File: config.mk
export PLATFORM = sky130hd
export DESIGN_NAME = carry_select_adder_tt
export DESIGN_NICKNAME = d
export VERILOG_FILES = /design/src/rtl/carry_select_adder_tt.sv
export SDC_FILE = /design/constraint.sdc
export NUM_CORES = 1
export LEC_CHECK = 0
export BUFFER_PORTS_ARGS = -buffer_cell sky130_fd_sc_hd__buf_2
export CORE_MARGIN = 5
export CORE_UTILIZATION = 40
export CTS_BUF_LIST = sky130_fd_sc_hd__clkbuf_8
export CTS_CLUSTER_SIZE = 10
export DETAILED_ROUTE_END_ITERATION = 16
export PLACE_DENSITY = 0.8
export SLEW_MARGIN = 20
export SYNTH_ARGS = -nofsm -noshare
export SYNTH_HDL_FRONTEND = slang
export SYNTH_HIERARCHICAL = 1
export SYNTH_SLANG_ARGS = --single-unit
File: constraint.sdc
create_clock -name clk -period 2.5 [get_ports clk]
set_clock_uncertainty 0.05 [all_clocks]
set_input_delay 0.125 -clock clk [delete_from_list [all_inputs] [get_ports clk]]
set_output_delay 0.125 -clock clk [all_outputs]
set_load 0.02 [all_outputs]
File: src/rtl/carry_select_adder_tt.sv
// carry_select_adder_tt
//   4-bit carry-select adder in the standard tile harness.
//   The low 2 bits ripple from cin. The high 2 bits are computed twice, once
//   assuming carry-in 0 and once assuming carry-in 1. The low-block carry then
//   picks one of the two results. The sum and flags are registered on uo_out.
// Ports
//   clk     : clock, rising edge
//   rst_n   : synchronous active-low reset (clears uo_out)
//   ena     : update enable for the output register
//   ui_in   : [3:0]=A, [7:4]=B
//   uio_in  : [0]=cin, [7:1] unused
//   uo_out  : [3:0]=S, [4]=cout, [5]=V, [6]=Z, [7]=C2
//   uio_out : constant 0
//   uio_oe  : constant 0 (all bidirectional pins are inputs)

// One-bit full adder, the per-bit cell of every ripple block.
module csa_fa (
  input  logic a,
  input  logic b,
  input  logic ci,
  output logic s,
  output logic co
);
  logic p;
  assign p  = a ^ b;
  assign s  = p ^ ci;
  assign co = (a & b) | (ci & p);
endmodule

// W-bit ripple adder built as an array of full-adder cells.
module csa_rca #(
  parameter int W = 2
) (
  input  logic [W-1:0] a,
  input  logic [W-1:0] b,
  input  logic         ci,
  output logic [W-1:0] s,
  output logic         co
);
  logic [W:0] c;
  assign c[0] = ci;

  csa_fa u_fa [W-1:0] (
    .a  (a),
    .b  (b),
    .ci (c[W-1:0]),
    .s  (s),
    .co (c[W:1])
  );

  assign co = c[W];
endmodule

module carry_select_adder_tt (
  input  logic       clk,
  input  logic       rst_n,
  input  logic       ena,
  input  logic [7:0] ui_in,
  input  logic [7:0] uio_in,
  output logic [7:0] uo_out,
  output logic [7:0] uio_out,
  output logic [7:0] uio_oe
);
  localparam int NUM_SPEC = 2;  // speculative high blocks: carry-in 0 and 1

  logic [3:0] a, b;
  logic       cin;
  assign a   = ui_in[3:0];
  assign b   = ui_in[7:4];
  assign cin = uio_in[0];

  // uio_in[7:1] has no function; fold it away so it cannot reach any output.
  logic unused_uio;
  assign unused_uio = &{1'b0, uio_in[7:1]};

  // Low block, rippled from cin.
  logic [1:0] s_lo;
  logic       c2;

  csa_rca #(.W(2)) u_lo (
    .a  (a[1:0]),
    .b  (b[1:0]),
    .ci (cin),
    .s  (s_lo),
    .co (c2)
  );

  // High block. Instance k assumes carry-in == k. The two are kept as
  // separate adders so that both results are ready before c2 settles.
  logic [NUM_SPEC-1:0][1:0] s_hi;
  logic [NUM_SPEC-1:0]      c_hi;

  genvar k;
  generate
    for (k = 0; k < NUM_SPEC; k++) begin : g_spec
      csa_rca #(.W(2)) u_hi (
        .a  (a[3:2]),
        .b  (b[3:2]),
        .ci ((k == 1) ? 1'b1 : 1'b0),
        .s  (s_hi[k]),
        .co (c_hi[k])
      );
    end
  endgenerate

  logic [3:0] s;
  logic       cout, v, z;
  logic [7:0] uo_nxt;

  assign s      = {(c2 ? s_hi[1] : s_hi[0]), s_lo};
  assign cout   = c2 ? c_hi[1] : c_hi[0];
  // Signed overflow: the operands have the same sign, but the sum has the other sign.
  assign v      = (a[3] == b[3]) && (s[3] != a[3]);
  assign z      = (s == 4'h0);
  assign uo_nxt = {c2, z, v, cout, s};

  logic [7:0] uo_q;
  always_ff @(posedge clk) begin
    if (!rst_n)   uo_q <= 8'h00;
    else if (ena) uo_q <= uo_nxt;
  end

  assign uo_out  = uo_q;
  assign uio_out = 8'h00;
  assign uio_oe  = 8'h00;
endmodule

# == Word level (Yosys, flattened, before mapping) ==
# Cells that the tools add are included.
# op_classes
n_reduce_logical,2
n_mux,2
n_eq_ne,2
bitwise_logic,22
# op_table
cell,n
1-bit AND,8
1-bit bitwise XOR,8
1-bit bitwise OR,5
4-bit zero test,1
2-bit two-way mux,1
1-bit equality test,1
1-bit logical AND,1
1-bit two-way mux,1
1-bit != test,1
1-bit inverter,1
# word_totals
ff_bits,8
input_bits,19
elab_cells,29

# == Depth between registers and ports, before layout ==
# depth
word_depth,8
ltp_mapped,5

# == By module ==
# Netlist, hierarchy kept.
# by_module_without_submodules
mod,cells_each,seq_area_each_um2,area_each_um2,instances
carry_select_adder_tt,50,160.2,459.2,1
csa_fa,1,0.0,20.0,6

# == Worst setup path after synthesis ==
# Ideal clock, no wire load.
# synth_timing
path_kind,input to register
start,in ui_in[0]
end,reg uo_q[5] (netlist: uo_out[5])
t_required_ps,2376
arrival_time_ps,1627
slack_ps,749
setup_ps,74
cell_stages,5
path_cell_list,fa_1 fa_1 mux2i_1 or3_1 a31oi_1
# synth_between
elab_chain_cells,8
word_cells_on_any_way,9
cone_classes,1 x eq/ne; 1 x mux; 6 x bitwise; 1 x reduce/logical
# synth_lines
item,line,source
"start, declared",58,"input logic [7:0] ui_in,"
1-bit bitwise XOR,25,assign p = a ^ b;
1-bit AND,27,assign co = (a & b) | (ci & p);
1-bit bitwise OR *,27,
1-bit AND *,27,
1-bit bitwise OR *,27,
net c2,78,logic c2;
2-bit two-way mux *,110,"assign s = {(c2 ? s_hi[1] : s_hi[0]), s_lo};"
1-bit != test *,113,assign v = (a[3] == b[3]) && (s[3] != a[3]);
1-bit logical AND *,113,
"end signal, assigned",120,else if (ena) uo_q <= uo_nxt;
"end, declared",117,logic [7:0] uo_q;
# Mark *: on every way through the listed nets, which the timed path passes. The rest lies on a longest branch.
# A chain may end at the register's enable or synchronous reset.

# == Worst setup path in the final report ==
# layout_timing
start,in ui_in[0]
end,reg uo_q[5] (netlist: uo_out[5])
# layout_between
elab_chain_cells,8
word_cells_on_any_way,9
cone_classes,1 x eq/ne; 1 x mux; 6 x bitwise; 1 x reduce/logical
# layout_lines
item,line,source
1-bit bitwise XOR,25,
1-bit AND,27,
1-bit bitwise OR *,27,
net u_lo.c[1],40,logic [W:0] c;
1-bit AND *,27,
1-bit bitwise OR *,27,
net c2,78,
2-bit two-way mux *,110,
1-bit != test *,113,
1-bit logical AND *,113,
# Marked as above.

==> metrics.yaml <==
hold_depth: 3
worstHoldStart: "ui_in[7]"
die_h_um: 48.1
synth_seq_cells: 8
gr-total-overflow: 0
arrival_ps: 1830
clk_pin_slew_ps: 40
p_leak_nw: 0.361
status: "finished clean"
synth_xor_area_share_pct: 0
routed_via_density: 4.33
maxCapViolCount: 0
fin_crit_sh_pct: 68.8
synth_warnings: 6
worstRegToRegCells: 2
antennaDiodeCount: 0
syn_area_um2: 579
worstSkewPairLatency_ps: 230
start_util_pct: 43.4
rrSetupSlack_ps: 1830
worstPathRequired_ps: 2610
drt_iter0_markers: 4
vias: 398
largest_reg_flops: 8
hold_violations: 0
p_per_area_nw_per_um2: 627
synth-simple-area-share_pct: 10.4
finalSetupTns_ps: 0
grt_pass1_vias: 393
ys_seq_area_share_pct: 27.6
cts_hold_buf: 0
cts_tree: "built"
finalSetupViolCount: 0
die-area_um2: 2310
holdPathEnd: "uo_out[5]"
path_class: "input port to flip-flop"
grt_pass1_wl_mm: 1.76
ios: 43
remaining_drc_errors: 0
slew_violations: 0
ys_types: 14
cts_sinks: 8
numPortBuffers: 19
hold_path_class: "input port to flip-flop"
synth_cells: 56
fmax_mhz: 582
ir_drop_mv: 0.310
post_cts_resized: 0
layout-drive-gt1-share_pct: 28.6
dp_hpwl_um: 927
hold_slack_ps: 167
rows: 13
antenna_found_initial: 0
finish.utilization_pct: 50.2
wl_per_cell_um: 12.4
postRouteAntennaNets: 0
cp-start-kind: "input port"
area_delta_synth_final_pct: 15.6
layout.nets: 104
cts.path.max_buffers: 2
die_w_um: 48.1
timing.rr.start: "uo_out[5]"
rr_endpoint: "uo_out[5]"
core_region_area_um2: 1330
grtUsageTotal_pct: 12.1
rsz0062_at_grt: "no"
nFillCells: 138
first_pass_iters: 4
numCtsBuffers: 3
synthAdderAreaFrac_pct: 20.7
grt_max_degree: 14
synthMuxAreaShare_pct: 10.4
post-cts-setup-buffers: 0
final_cell_mix: "buf_2, conb_1, dfxtp_1, mux2i_1, fa_1"
cp_max_fo: 4
period_minus_slack_ps: 1720
synth.avg_cell_area_um2: 10.3
mostFrequentLayoutCell: "buf_2"
synth_compound_area_share_pct: 7.99
htreeDepth: 1
critPathCaptureType: "flip-flop"
cts-root-buf: "clkbuf_8"
synth_top_family_by_area: "buffers and inverters"
wl_mm: 1.14
gp_congestion: 0.691
critical path, stage by stage:
cell	delay (ps)
buf_2	110
fa_1	430
fa_1	480
mux2i_1	210
or3_1	330
a31oi_1	150
Yosys cell counts (all sizes together):
library cell  number  area share (%)
fa                 6              21
nor2b              3             3.2
nand2              4             2.6
a31oi              1             1.1
o211a              3             5.2
mux2i              6              10
or3                1             1.1
dfxtp              8              28
nand3              2             1.7
nor4bb             1             1.7
o21ai              2             1.7
buf               17              22
conb               2             1.3
metrics by stage:
stage	instance area, µm²	power [mW]	setup WS (ps)	instances
global placement	628	0.257	564	89
CTS	669	0.425	792	92
detailed placement	628	0.264	538	89
global route	669	0.448	688	92
finish	669	0.420	781	92
floorplan	639	0.245	749	72
per-layer routing:
layer,vias to the layer above,track usage (%),part of all wire [%]
met5,-,0,0
met4,0,8.06,0
met3,0,4.51,12
met2,25,19.8,51
met1,179,13.0,37
li1,194,-,-
cell families after synthesis:
| logic type | Yosys count |
|---|---|
| multiplexers | 6 |
| other | 2 |
| AO/OA/AOI/OAI | 6 |
| AND/OR/NAND/NOR | 11 |
| flip-flops | 8 |
| buffers and inverters | 17 |
| adder cells (fa/ha/maj) | 6 |
where the power goes:
| group | switching (mW) | internal (mW) | leakage, nW |
|---|---|---|---|
| clock network | 0.0533 | 0.105 | 0.0216 |
| registers | 0.00499 | 0.139 | 0.0661 |
| logic | 0.0760 | 0.0415 | 0.273 |
| total | 0.134 | 0.285 | 0.361 |
worst max path at each step:
stage	start	endpoint	slack (ps)	cells past startpoint
3_3_place_gp	ui_in[0]	uo_out[5]	560	6
6_report	ui_in[0]	uo_out[5]	780	6
3_5_place_dp	ui_in[0]	uo_out[5]	540	6
4_1_cts	ui_in[0]	uo_out[5]	790	6
5_1_grt	ui_in[0]	uo_out[5]	690	6
2_1_floorplan	ui_in[0]	uo_out[5]	750	5
area by class of cell:
class / instances / area, µm² / share of cell area (%)
clock buffers: 3 / 41.3 / 6.17
multi-input cells: 47 / 354 / 52.9
flip-flops and latches: 8 / 160 / 23.9
well taps: 15 / 18.8 / 2.80
repair buffers: 19 / 95.1 / 14.2
Note: power is estimated with default switching activity, not from simulation.
